### config.mk
export PLATFORM = sky130hd
export DESIGN_NAME = decode_issue_stage
export DESIGN_NICKNAME = d
export VERILOG_FILES = /design/src/rtl/decode_issue_stage.sv
export SDC_FILE = /design/constraint.sdc
export NUM_CORES = 1
export LEC_CHECK = 0
export ABC_AREA = 1
export BUFFER_PORTS_ARGS = -buffer_cell sky130_fd_sc_hd__buf_2
export CAP_MARGIN = 20
export CORE_ASPECT_RATIO = 0.9
export CORE_MARGIN = 1.5
export CORE_UTILIZATION = 40
export DETAILED_ROUTE_END_ITERATION = 10
export PLACE_DENSITY = 0.79
export SKIP_CTS_REPAIR_TIMING = 1
export SLEW_MARGIN = 20
export SYNTH_ARGS = -nofsm -noshare
export SYNTH_HDL_FRONTEND = slang
export SYNTH_SLANG_ARGS = --single-unit
### constraint.sdc
create_clock -name clk -period 4.4 [get_ports clk]
set_input_delay 0.22 -clock clk [delete_from_list [all_inputs] [get_ports clk]]
set_output_delay 0.22 -clock clk [all_outputs]
set_load 0.01 [all_outputs]
### src/rtl/decode_issue_stage.sv
// decode_issue_stage
//   Instruction-decode stage of the 32-bit pipeline. Decodes the fetched
//   word, drives the register-file read addresses, resolves both source
//   operands (EX forward > WB forward > register file), detects load-use
//   hazards and captures the result into the ID/EX pipeline register.
//
// Ports
//   clk, rst              clock, asynchronous active-high reset
//   if_valid/if_instr/if_pc   fetch word, its valid and PC
//   id_ready              stage accepts the fetch word this cycle
//   rf_rd_addr_1/2        register-file read addresses (rs / rt)
//   rf_rd_data_1/2        register-file read data
//   ex_fwd_*, wb_fwd_*    forwarding sources from EX and WB
//   ex_stall              execute cannot accept; ID/EX holds
//   flush                 redirect; kill the fetch word and the ID/EX entry
//   dx_*                  ID/EX pipeline register contents
//   stall_count           saturating count of load-use stall cycles
module decode_issue_stage #(
  parameter int STALL_CNT_W = 16
) (
  input  logic                   clk,
  input  logic                   rst,
  input  logic                   if_valid,
  input  logic [31:0]            if_instr,
  input  logic [31:0]            if_pc,
  output logic                   id_ready,
  output logic [4:0]             rf_rd_addr_1,
  output logic [4:0]             rf_rd_addr_2,
  input  logic [31:0]            rf_rd_data_1,
  input  logic [31:0]            rf_rd_data_2,
  input  logic                   ex_fwd_en,
  input  logic [4:0]             ex_fwd_reg,
  input  logic [31:0]            ex_fwd_data,
  input  logic                   wb_fwd_en,
  input  logic [4:0]             wb_fwd_reg,
  input  logic [31:0]            wb_fwd_data,
  input  logic                   ex_stall,
  input  logic                   flush,
  output logic                   dx_valid,
  output logic [31:0]            dx_pc,
  output logic [5:0]             dx_opcode,
  output logic [5:0]             dx_funct,
  output logic [31:0]            dx_op_a,
  output logic [31:0]            dx_op_b,
  output logic [31:0]            dx_imm,
  output logic [4:0]             dx_dest,
  output logic                   dx_reg_write,
  output logic                   dx_mem_read,
  output logic                   dx_mem_write,
  output logic [STALL_CNT_W-1:0] stall_count
);

  localparam logic [5:0] OP_RTYPE = 6'b000000;
  localparam logic [5:0] OP_J     = 6'b000010;
  localparam logic [5:0] OP_JAL   = 6'b000011;
  localparam logic [5:0] OP_BEQ   = 6'b000100;
  localparam logic [5:0] OP_BNE   = 6'b000101;
  localparam logic [5:0] OP_ANDI  = 6'b001100;
  localparam logic [5:0] OP_ORI   = 6'b001101;
  localparam logic [5:0] OP_XORI  = 6'b001110;
  localparam logic [5:0] OP_LW    = 6'b100011;
  localparam logic [5:0] OP_SW    = 6'b101011;

  typedef enum logic [0:0] {ST_RUN = 1'b0, ST_BUBBLE = 1'b1} state_e;

  state_e state_q, state_d;

  logic                   dx_valid_q, dx_valid_d;
  logic [31:0]            dx_pc_q, dx_pc_d;
  logic [5:0]             dx_opcode_q, dx_opcode_d;
  logic [5:0]             dx_funct_q, dx_funct_d;
  logic [31:0]            dx_op_a_q, dx_op_a_d;
  logic [31:0]            dx_op_b_q, dx_op_b_d;
  logic [31:0]            dx_imm_q, dx_imm_d;
  logic [4:0]             dx_dest_q, dx_dest_d;
  logic                   dx_mem_read_q, dx_mem_read_d;
  logic                   dx_mem_write_q, dx_mem_write_d;
  logic [STALL_CNT_W-1:0] stall_cnt_q, stall_cnt_d;

  logic [5:0]  opcode_s;
  logic [4:0]  rs_s, rt_s, dest_s;
  logic [31:0] imm_s, op_a_s, op_b_s;
  logic        use_rs_s, use_rt_s, hazard_s, take_hazard_s;

  // Priority EX > WB > register file; r0 always reads as zero.
  function automatic logic [31:0] resolve_operand(
    input logic [4:0]  src,
    input logic [31:0] rf_data,
    input logic        ex_en,
    input logic [4:0]  ex_reg,
    input logic [31:0] ex_data,
    input logic        wb_en,
    input logic [4:0]  wb_reg,
    input logic [31:0] wb_data
  );
    logic [31:0] r;
    if (src == 5'd0) begin
      r = 32'd0;
    end else if (ex_en && (ex_reg == src)) begin
      r = ex_data;
    end else if (wb_en && (wb_reg == src)) begin
      r = wb_data;
    end else begin
      r = rf_data;
    end
    return r;
  endfunction

  assign rf_rd_addr_1 = if_instr[25:21];
  assign rf_rd_addr_2 = if_instr[20:16];

  // Field decode, source usage, immediate and operand resolution.
  always_comb begin
    opcode_s = if_instr[31:26];
    rs_s     = if_instr[25:21];
    rt_s     = if_instr[20:16];
    dest_s   = rt_s;
    use_rs_s = 1'b1;
    use_rt_s = 1'b0;
    imm_s    = {{16{if_instr[15]}}, if_instr[15:0]};
    case (opcode_s)
      OP_RTYPE: begin
        dest_s   = if_instr[15:11];
        use_rt_s = 1'b1;
      end
      OP_JAL: begin
        dest_s   = 5'd31;
        use_rs_s = 1'b0;
      end
      OP_J: begin
        dest_s   = 5'd0;
        use_rs_s = 1'b0;
      end
      OP_SW, OP_BEQ, OP_BNE: begin
        dest_s   = 5'd0;
        use_rt_s = 1'b1;
      end
      OP_ANDI, OP_ORI, OP_XORI: imm_s = {16'd0, if_instr[15:0]};
      default: dest_s = rt_s;
    endcase
    op_a_s = resolve_operand(rs_s, rf_rd_data_1, ex_fwd_en, ex_fwd_reg, ex_fwd_data,
                             wb_fwd_en, wb_fwd_reg, wb_fwd_data);
    op_b_s = resolve_operand(rt_s, rf_rd_data_2, ex_fwd_en, ex_fwd_reg, ex_fwd_data,
                             wb_fwd_en, wb_fwd_reg, wb_fwd_data);
  end

  // A load in ID/EX whose destination feeds a used source of the fetch word.
  // The state check is redundant with the cleared dx_mem_read but keeps the
  // bubble cycle hazard-free by construction.
  assign hazard_s = (state_q == ST_RUN) && dx_valid_q && dx_mem_read_q &&
                    (dx_dest_q != 5'd0) && if_valid &&
                    ((use_rs_s && (dx_dest_q == rs_s)) ||
                     (use_rt_s && (dx_dest_q == rt_s)));

  // FSM next state and handshake; flush outranks stall, stall outranks hazard.
  always_comb begin
    state_d       = ST_RUN;
    take_hazard_s = 1'b0;
    id_ready      = 1'b1;
    if (flush) begin
      id_ready = 1'b1;
    end else if (ex_stall) begin
      id_ready = 1'b0;
    end else if (hazard_s) begin
      id_ready      = 1'b0;
      take_hazard_s = 1'b1;
    end else begin
      id_ready = 1'b1;
    end
    case (state_q)
      ST_RUN:    state_d = take_hazard_s ? ST_BUBBLE : ST_RUN;
      ST_BUBBLE: state_d = ST_RUN;
      default:   state_d = ST_RUN;
    endcase
  end

  // ID/EX register next-state.
  always_comb begin
    dx_valid_d     = dx_valid_q;
    dx_pc_d        = dx_pc_q;
    dx_opcode_d    = dx_opcode_q;
    dx_funct_d     = dx_funct_q;
    dx_op_a_d      = dx_op_a_q;
    dx_op_b_d      = dx_op_b_q;
    dx_imm_d       = dx_imm_q;
    dx_dest_d      = dx_dest_q;
    dx_mem_read_d  = dx_mem_read_q;
    dx_mem_write_d = dx_mem_write_q;
    stall_cnt_d    = stall_cnt_q;
    if (flush) begin
      dx_valid_d = 1'b0;
    end else if (ex_stall) begin
      dx_valid_d = dx_valid_q;
    end else if (take_hazard_s) begin
      dx_valid_d    = 1'b0;
      dx_mem_read_d = 1'b0;
      if (stall_cnt_q != {STALL_CNT_W{1'b1}}) begin
        stall_cnt_d = stall_cnt_q + {{(STALL_CNT_W-1){1'b0}}, 1'b1};
      end else begin
        stall_cnt_d = stall_cnt_q;
      end
    end else begin
      dx_valid_d     = if_valid;
      dx_pc_d        = if_pc;
      dx_opcode_d    = opcode_s;
      dx_funct_d     = if_instr[5:0];
      dx_op_a_d      = op_a_s;
      dx_op_b_d      = op_b_s;
      dx_imm_d       = imm_s;
      dx_dest_d      = dest_s;
      dx_mem_read_d  = (opcode_s == OP_LW);
      dx_mem_write_d = (opcode_s == OP_SW);
    end
  end

  // State and ID/EX registers.
  always_ff @(posedge clk or posedge rst) begin
    if (rst) begin
      state_q        <= ST_RUN;
      dx_valid_q     <= 1'b0;
      dx_pc_q        <= 32'd0;
      dx_opcode_q    <= 6'd0;
      dx_funct_q     <= 6'd0;
      dx_op_a_q      <= 32'd0;
      dx_op_b_q      <= 32'd0;
      dx_imm_q       <= 32'd0;
      dx_dest_q      <= 5'd0;
      dx_mem_read_q  <= 1'b0;
      dx_mem_write_q <= 1'b0;
      stall_cnt_q    <= {STALL_CNT_W{1'b0}};
    end else begin
      state_q        <= state_d;
      dx_valid_q     <= dx_valid_d;
      dx_pc_q        <= dx_pc_d;
      dx_opcode_q    <= dx_opcode_d;
      dx_funct_q     <= dx_funct_d;
      dx_op_a_q      <= dx_op_a_d;
      dx_op_b_q      <= dx_op_b_d;
      dx_imm_q       <= dx_imm_d;
      dx_dest_q      <= dx_dest_d;
      dx_mem_read_q  <= dx_mem_read_d;
      dx_mem_write_q <= dx_mem_write_d;
      stall_cnt_q    <= stall_cnt_d;
    end
  end

  assign dx_valid     = dx_valid_q;
  assign dx_pc        = dx_pc_q;
  assign dx_opcode    = dx_opcode_q;
  assign dx_funct     = dx_funct_q;
  assign dx_op_a      = dx_op_a_q;
  assign dx_op_b      = dx_op_b_q;
  assign dx_imm       = dx_imm_q;
  assign dx_dest      = dx_dest_q;
  assign dx_reg_write = (dx_dest_q != 5'd0);
  assign dx_mem_read  = dx_mem_read_q;
  assign dx_mem_write = dx_mem_write_q;
  assign stall_count  = stall_cnt_q;

endmodule

## After elaboration in Yosys (flattened, before gate mapping)

Index checks and enable logic that the tools add are counted.

| storage, ports and cells | value |
|---|---|
| flip-flop bits (word level) | 165 |
| input port bits | 209 |
| output and inout bits | 176 |

| operators by class | value |
|---|---|
| $add $sub $neg | 1 |
| equality and inequality tests | 17 |
| muxes and demuxes | 22 |
| bitwise operators | 4 |
| reductions and logical operators | 23 |

Operators by type and width:

| operator | number |
|---|---|
| $mux W32 | 7 |
| $eq A5 B5 Y1 | 6 |
| $eq A6 B4 Y1 const B | 3 |
| $add A16 B1 Y16 const B | 1 |
| $ne A16 B16 Y1 const B | 1 |
| $pmux W5 S3 | 1 |
| $mux W1 | 13 |
| $eq A6 B2 Y1 const B | 2 |
| $eq A6 B3 Y1 const B | 2 |
| $eq A6 B6 Y1 const B | 2 |
| $logic_and A1 B1 Y1 | 11 |
| $logic_not A5 Y1 | 2 |
| $reduce_or A4 Y1 | 2 |
| $logic_not A6 Y1 | 1 |
| $reduce_bool A5 Y1 | 1 |
| $not A1 Y1 | 4 |
| $reduce_and A4 Y1 | 1 |
| $reduce_and A3 Y1 | 1 |
| $reduce_or A3 Y1 | 1 |
| $ne A2 B1 Y1 const B | 1 |
| $pmux W1 S2 | 1 |
| $reduce_and A2 Y1 | 1 |
| $reduce_or A2 Y1 | 1 |
| $logic_or A1 B1 Y1 | 1 |

## Depth between registers and ports, before layout

Gate-level depths: netlist of run 1.

| depth | value |
|---|---|
| word-level depth | 12 |
| depth in mapped cells | 14 |
| mapped depth without buffers | 12 |

## Worst setup path after synthesis of run 1

OpenSTA, ideal clock, no wires.

| path | value |
|---|---|
| path type | reg2reg |
| from | reg dx_dest_q[2], in the netlist dx_dest[2] |
| to | reg dx_imm_q[30], in the netlist dx_imm[30] |
| arrival time | 1507 ps |
| slack | 2763 ps |
| cell stages (with the launch flop) | 11 |
| buffers on the path | 2 |
| cells stage by stage | dfrtp_1 nor3_1 nand3_1 nand3_1 inv_1 nand2_2 nand3_4 buf_6 buf_6 nand2_1 o21ai_1 |

| on the way | value |
|---|---|
| word-level cells in the longest chain between the ends | 9 |
| elaborated cells between the ends (all ways) | 14 |
| classes of those cells | eq/ne (2); mux (3); bitwise (1); reduce/logical (8) |

Ends and longest elaborated chain:

| item | RTL line | RTL |
|---|---|---|
| start, declared | 75 | `logic [4:0] dx_dest_q, dx_dest_d;` |
| start signal, assigned | 240 | `dx_dest_q <= dx_dest_d;` |
| $reduce_bool A5 Y1 | - |  |
| named net dx_reg_write | 47 | `output logic dx_reg_write,` |
| $logic_and A1 B1 Y1 | 150 | `assign hazard_s = (state_q == ST_RUN) && dx_valid_q && dx_mem_read_q &&` |
| $logic_and A1 B1 Y1 (2 in series) | 151 | `(dx_dest_q != 5'd0) && if_valid &&` |
| $mux W1 | 164 | `end else if (hazard_s) begin` |
| $mux W1 | 162 | `end else if (ex_stall) begin` |
| $mux W1 | 160 | `if (flush) begin` |
| $not A1 Y1 (no line) | - |  |
| $reduce_and A3 Y1 (no line) | - |  |
| end signal, assigned | 239 | `dx_imm_q <= dx_imm_d;` |
| end, declared | 74 | `logic [31:0] dx_imm_q, dx_imm_d;` |

The timed path passes the listed nets, and every way through them passes these cells.
A chain may end at the register's enable or synchronous reset.

## Worst setup path in the final report of run 1

| path | value |
|---|---|
| from | reg dx_dest_q[3], in the netlist dx_dest[3] |
| to | reg dx_funct_q[0], in the netlist dx_funct[0] |

| on the way | value |
|---|---|
| word-level cells in the longest chain between the ends | 9 |
| elaborated cells between the ends (all ways) | 14 |
| classes of those cells | eq/ne (2); mux (3); bitwise (1); reduce/logical (8) |

Ends and longest elaborated chain:

| item | RTL line | RTL |
|---|---|---|
| $eq A5 B5 Y1 (tied with other cells) | 152 | `((use_rs_s && (dx_dest_q == rs_s)) \|\|` |
| $logic_and A1 B1 Y1, on equally long branches | 152, 150, 153 |  |
| $logic_or A1 B1 Y1 / $logic_and A1 B1 Y1 (equally long branches) | 152, 151 |  |
| $logic_and A1 B1 Y1 (*) | 151 |  |
| $mux W1 (*) | 164 |  |
| $mux W1 (*) | 162 |  |
| $mux W1 (*) | 160 |  |
| $not A1 Y1 (no line) (*) | - |  |
| $reduce_and A3 Y1 (no line) (*) | - |  |
| end signal, assigned | 236 | `dx_funct_q <= dx_funct_d;` |
| end, declared | 71 | `logic [5:0] dx_funct_q, dx_funct_d;` |

Mark *: on every way between the ends. The rest lies on a longest branch, timed or not.

==> implementation parameters, run 1 <==
Parameter                              Value

Placed design
  Last weighted congestion value of the routability-driven placer ... ~0.92
  IO buf count ... about 380
  Placement-stage cell area ... 10500 µm²
  DP HPWL ... 22200 µm

Global routing
  Antenna violations before repair ... 5
  Total global-route track usage ... 0.272
  Total gr overflow ... 0
  First-pass GRT wire length ... 47000 µm
  Vias in the first global route ... 8966
  Maximum number of pins on one net before global-route repair ... 85

Worst setup path
  Most Frequent Cell on Critical Path ... nand3_1
  Cell type group with the largest total delay on the critical path ... simple AND/OR/NAND/NOR gates
  Endpoint required time on the critical path ... 4680 ps
  Highest net fanout along the worst path ... 84
  Nature of the critical path endpoint ... flop
  Delay of the slowest cell on the worst path ... roughly 600 ps
  Startpoint class of the critical path ... flop
  Max stage delay cell, worst path ... nand3_4
  Ordered list of cells on the worst path ... nor3_1 > nand3_1 > nand3_1 > inv_1 > nand2_2 > nand3_4 > buf_12 > nand2_1 > o21ai_0
  Crit path buffers/inverters ... 2
  Data arrival time of the critical path ... 2840 ps
  Critical setup path kind ... reg2reg

Clock network
  Count of clock tree sinks ... 144
  Clk_lat worst skew ... between 400 and 500 ps
  Number of CTS-inserted buffers ... 17
  CTS Root Cell ... clkbuf_16
  Clk pin slew, worst setup/hold paths ... 60 ps
  Total number of H-tree levels ... 4
  Clock tree from TritonCTS ... built
  Bufs on Longest Clock Path ... 2

Synth
  Post-synthesis cell type count ... 27
  Avg Inst Size Synth ... 7.35 µm²
  Total standard cell area after synthesis ... 8700 µm²
  Register area share after synthesis ... 0.414
  Top-area cell type share of the netlist area ... 0.414
  Synthesized instance count ... 1185
  Synthesized flop and latch total ... 144
  Leading cell types by total area after synthesis ... dfrtp_1, nand2_1, nand4_1, nand3_1, o21ai_1
  Net count of the mapped netlist ... 1395
  Post-synthesis cell type with the largest combined area ... dfrtp_1
  Number of warnings printed during yosys synthesis ... 0

Final layout
  Multi-input combinational cell area ... 3940 µm²
  Area of all placed cells without fillers ... 11100 µm²
  Leading cell type in the layout, fill and taps excluded ... buf_2
  Leading cell types in the layout, fill and taps excluded ... buf_2, nand2_1, nand3_1
  Layout Area Growth over Synthesis ... 27.6%
  Total area of sequential cells ... 3600 µm²
  Fillcell total ... 2113
  Layout net count ... 1699
  Fraction of layout instances using a drive strength above 1 ... 0.306
  Final core occ ... 0.516

Power
  Net switching power figure ... 1320 µW
  Portion of total power attributed to sequential cells ... 0.399
  Net switching fraction of the power ... 0.334
  Internal power ... between 2000 and 3000 µW
  Cell Pwr Density ... 356 nW/µm²
  Clk network pwr share ... 0.369
  Peak supply drop ... 0.187 mV
  Static power due to leakage ... 0.00604 µW
  Overall Power ... 3950 µW
  Share of power burned in combinational logic ... 0.232

STA
  Minimum period implied by the final worst setup slack ... 2560 ps
  Fmax ... 390 MHz
  Period utilization ... 0.583
  Sum of negative setup slack ... 0 ps
  Max-slew violations ... 0
  Worst Tran Pin Value ... between 900 and 1000 ps
  Clock skew after layout ... 12.4 ps
  Final Hold Violating Endpoints ... 0
  Worst slew slack as a fraction of its limit ... 0.346
  Final setup violation count ... 0
  Min Hold Slack ... 19.4 ps
  RSZ-0062 raised after global routing ... no

Route
  Final antenna-violating net count ... 0
  Post-detailed-route wirelength per cell ... 17.6 µm
  Initial detailed-routing violation count ... 843
  Vias ... 9779
  Detailed-router iteration count before antenna repair ... 8
  Remaining design rule violation count ... 0
  Routed via count divided by cell count ... 5.44
  Total wirelength of the detailed-routed design ... 31600 µm

Outcome
  Outcome ... finished clean

Floorplanning
  Die outline area ... 22700 µm²
  Die extent in x ... 158 µm
  Height of the die ... 143 µm
  Effective utilization at floorplan ... 0.405
  Number of ports placed on the die boundary ... around 390
  Cell Rows ... 51
  Floorplan Core Area ... 21500 µm²

Min path
  Worst hold path class ... in2reg

Run
  Max-cap violations ... 0
## sequential cells by signal, indices dropped and copies added (netlist names)
register,cells
dx_dest,5
dx_funct,5
dx_imm,12
dx_mem_read,1
dx_mem_write,1
dx_op_a,32
dx_op_b,32
dx_opcode,6
dx_pc,32
dx_valid,1
stall_count,16
state_q,1
## cell type report
type,count,share of cell area
multi-input combinational,785,0.355
sequential,144,0.324
timing repair buffer,400,0.187
clock inverter,14,0.0128
clock buffer,18,0.0395
inverter,141,0.0481
tap,291,0.0328
antenna,3,0.000676
## synthesized netlist by cell type
| library cell | instances |
|---|---|
| nand2_1 | 264 |
| nand3_1 | 151 |
| dfrtp_1 | 144 |
| nand4_1 | 139 |
| inv_1 | 129 |
| o21ai_1 | 117 |
| buf_4 | 37 |
| o21ai_0 | 35 |
| buf_2 | 33 |
| clkbuf_1 | 30 |
| nor2_1 | 25 |
| buf_6 | 14 |
| inv_2 | 12 |
| nor3_1 | 9 |
| xor2_1 | 9 |
| a21oi_1 | 7 |
| xnor2_1 | 7 |
| o22ai_1 | 6 |
| and2_0 | 5 |
| nor2_2 | 4 |
| nand2_2 | 2 |
| clkbuf_2 | 1 |
| ha_1 | 1 |
| nand3_4 | 1 |
| nor3_2 | 1 |
| nor3b_1 | 1 |
| o41ai_1 | 1 |
## power groups by stage
| stage | Clock, µW | Sequential, µW | Combinational (µW) |
|---|---|---|---|
| CTS | 1490 | 1570 | 916 |
| global placement | 0 | 1600 | 897 |
| floorplan | 0 | 1660 | 449 |
| detailed placement | 0 | 1600 | 915 |
| finish | 1460 | 1580 | 917 |
| global route | 1540 | 1600 | 1020 |
## per-layer routing
metal | GRT usage | vias to the layer above | routed length (µm)
met4 | 0.134 | 0 | 1040
met3 | 0.0677 | 90 | 3280
met2 | 0.448 | 636 | 14900
li1 | - | 4589 | -
met1 | 0.331 | 4464 | 12400
met5 | 0 | - | 0
## worst register-to-register path, delay by kind of cell, from the launching register on
kind                   cells  cell delay (ps)
DFF                        1              440
AOI/OAI and AO/OA          1               90
and+or+nand+nor            6             1320
buffers and inverters      2              580
## through the flow
step                      std cells  worst slack (ps)
after CTS                      1791              1870
after floorplan                1185               314
after global routing           1796              1580
after global placement         1759              1980
after detailed placement       1759              1900
final                          1796              1840
## final timing paths
path | end | startpoint | cells past startpoint | slack [ps]
worst max register to register | dx_funct[0] | dx_dest[3] | 9 | 1840
worst min register to register | dx_op_b[9] | dx_op_b[9] | 2 | 490
worst min-delay path | state_q | flush | 2 | 20
min in group asynchronous | stall_count[3] | rst | 3 | 460
worst max-delay path | dx_funct[0] | dx_dest[3] | 9 | 1840
max in group asynchronous | dx_op_a[31] | rst | 4 | 2940
## cell families after synthesis
family,after synthesis,share of synthesized area
AOI/OAI and AO/OA,166,0.0967
and+or+nand+nor,602,0.328
buffers and inverters,256,0.143
adders and majority gates,1,0.00144
DFF,144,0.414
xor gates and xnor gates,16,0.0161
Note: power is estimated with default switching activity, not from simulation.
==> run 2, diff against run 1 <==
- PLACE_DENSITY: 0.79 -> 0.82
- clock period: 4.4 -> 2.2 ns (I/O delays scaled with it)
==> implementation parameters, run 2 (synthesis results as in run 1) <==
Parameter                              Value

Final layout
  Fraction of layout instances using a drive strength above 1 ... 0.305
  Layout Area Growth over Synthesis ... 35.2%
  Number of cells in the finished layout apart from fillers ... 1865
  Leading cell type in the layout, fill and taps excluded ... buf_2
  Leading cell types in the layout, fill and taps excluded ... buf_2, nand2_1, nand3_1
  Layout net count ... between 1500 and 2000

STA
  Min Hold Slack ... -204 ps
  RSZ-0062 raised after global routing ... no
  Final Hold Violating Endpoints ... 83
  Period utilization ... 0.949
  Worst slew slack as a fraction of its limit ... 0.348
  Clock skew after layout ... 11.4 ps
  Max-slew violations ... 0
  Fmax ... 479 MHz
  Worst Tran Pin Value ... 978 ps
  Minimum period implied by the final worst setup slack ... 2090 ps
  Final setup violation count ... 0

Placed design
  Last weighted congestion value of the routability-driven placer ... 0.913
  IO buf count ... 384
  Number of placed instances, taps included ... 1778
  DP HPWL ... 22800 µm

Worst setup path
  FF-to-FF setup slack ... between 200 and 250 ps
  Ordered list of cells on the worst path ... nor3_2 > nand3_2 > nand3_1 > inv_1 > nand2_2 > inv_1 > o21ai_1 > buf_2
  Delay of the slowest cell on the worst path ... 460 ps
  Worst reg2reg endpoint ... dx_op_a[21]
  Nature of the critical path endpoint ... primary output
  Data arrival time of the critical path ... 1980 ps
  Max stage delay cell, worst path ... dfrtp_1
  Startpoint class of the critical path ... flop
  Worst reg-to-reg path cell count ... 11
  Path length in cells of the critical path ... 8
  Most Frequent Cell on Critical Path ... inv_1
  Worst R2R Start ... dx_dest[4]
  Critical setup path kind ... reg2out
  Endpoint required time on the critical path ... about 2100 ps
  Crit path buffers/inverters ... 3
  Highest net fanout along the worst path ... 6
  Cell type group with the largest total delay on the critical path ... simple AND/OR/NAND/NOR gates

Clock network
  Bufs on Longest Clock Path ... 2
  CTS Root Cell ... clkbuf_16
  Clock tree from TritonCTS ... built
  Number of CTS-inserted buffers ... 17
  Clk pin slew, worst setup/hold paths ... 70 ps
  Total number of H-tree levels ... 4
  Clk_lat worst skew ... 430 ps
  Count of clock tree sinks ... 144

Global routing
  Vias in the first global route ... 9135
  Total gr overflow ... 0
  Antenna violations before repair ... 2
  Maximum number of pins on one net before global-route repair ... 145
  Total global-route track usage ... 0.278
  First-pass GRT wire length ... slightly below 50000 µm

Floorplanning
  Cell Rows ... 51
  Die extent in x ... 158 µm
  Effective utilization at floorplan ... 0.405
  Number of ports placed on the die boundary ... 385
  Height of the die ... between 100 and 150 µm
  Die outline area ... 22700 µm²
  Floorplan Core Area ... 21500 µm²

Route
  Routed via count divided by cell count ... 5.43
  Post-detailed-route wirelength per cell ... roughly 18 µm
  Final antenna-violating net count ... 0
  Initial detailed-routing violation count ... approximately 1100
  Detailed-router iteration count before antenna repair ... 5
  Remaining design rule violation count ... 0
  Total wirelength of the detailed-routed design ... 33500 µm
  Vias ... slightly above 10000

Run
  Max-cap violations ... 0

Outcome
  Failing checks ... hold timing
  Outcome ... finished with violations

Power
  Static power due to leakage ... 0.00637 µW
  Peak supply drop ... 0.369 mV
  Overall Power ... 8170 µW
  Cell Pwr Density ... 694 nW/µm²

Min path
  Worst hold path class ... in2async
## run 2: changes by cell type in the layout (fill, tap and decap cells not counted), moves of 2 or more
cell / delta
dlygate4sd3_1: +52
inv_6: -2
buf_12: +2
nor2_4: -9
nor2_2: +9
buf_4: +17
## run 2: how the worst max path moves through the flow
stage / startpoint / to / slack (ps)
global placement: dx_dest[4] / dx_op_b[12] / 340
finish: dx_dest[2] / id_ready / 110
detailed placement: dx_dest[3] / dx_funct[1] / 320
CTS: dx_dest[2] / id_ready / -60
floorplan: rst / dx_dest[0] / 280
global route: dx_dest[2] / id_ready / 20
## run 2: metal layers
layer  share of wire  vias to the layer above  GRT usage
li1                -                     4713          -
met1            0.39                     4631      0.341
met2            0.48                      688      0.456
met3            0.10                      104     0.0628
met4           0.033                        0      0.141
met5               0                        -          0
## run 2: cell type report
cell class / count / area [µm²]
Antenna cell: 2 / 5.00
Clock buffer: 18 / 439
Clock inverter: 14 / 168
Fill cell: 1982 / 9740
Inverter: 141 / 533
Multi-Input combinational cell: 785 / 3910
Sequential cell: 144 / 3600
Tap cell: 291 / 364
Timing Repair Buffer: 470 / 2750
## run 2: stage by stage
step / utilization / TNS [ps] / instance area [µm²] / setup WS [ps]
after floorplan: - / 0 / 8710 / 285
after global placement: 0.494 / 0 / 10600 / 335
after detailed placement: 0.494 / 0 / 10600 / 318
after CTS: 0.522 / -64.8 / 11200 / -64.8
after global routing: 0.547 / 0 / 11800 / 20.7
final: 0.547 / 0 / 11800 / 113
## run 2: report_power, final
group / internal, µW / switching [µW] / total (µW)
clock network: 1750 / 1300 / 3050
logic: 768 / 1190 / 1960
registers: 2950 / 212 / 3170
total: 5470 / 2700 / 8170
## run 2: worst register-to-register path, delay by kind of cell, from the launching register on
family,cells,cell delay [ps]
simple gates,8,890
flops,1,510
buf+inv,2,390
compound gates,1,100
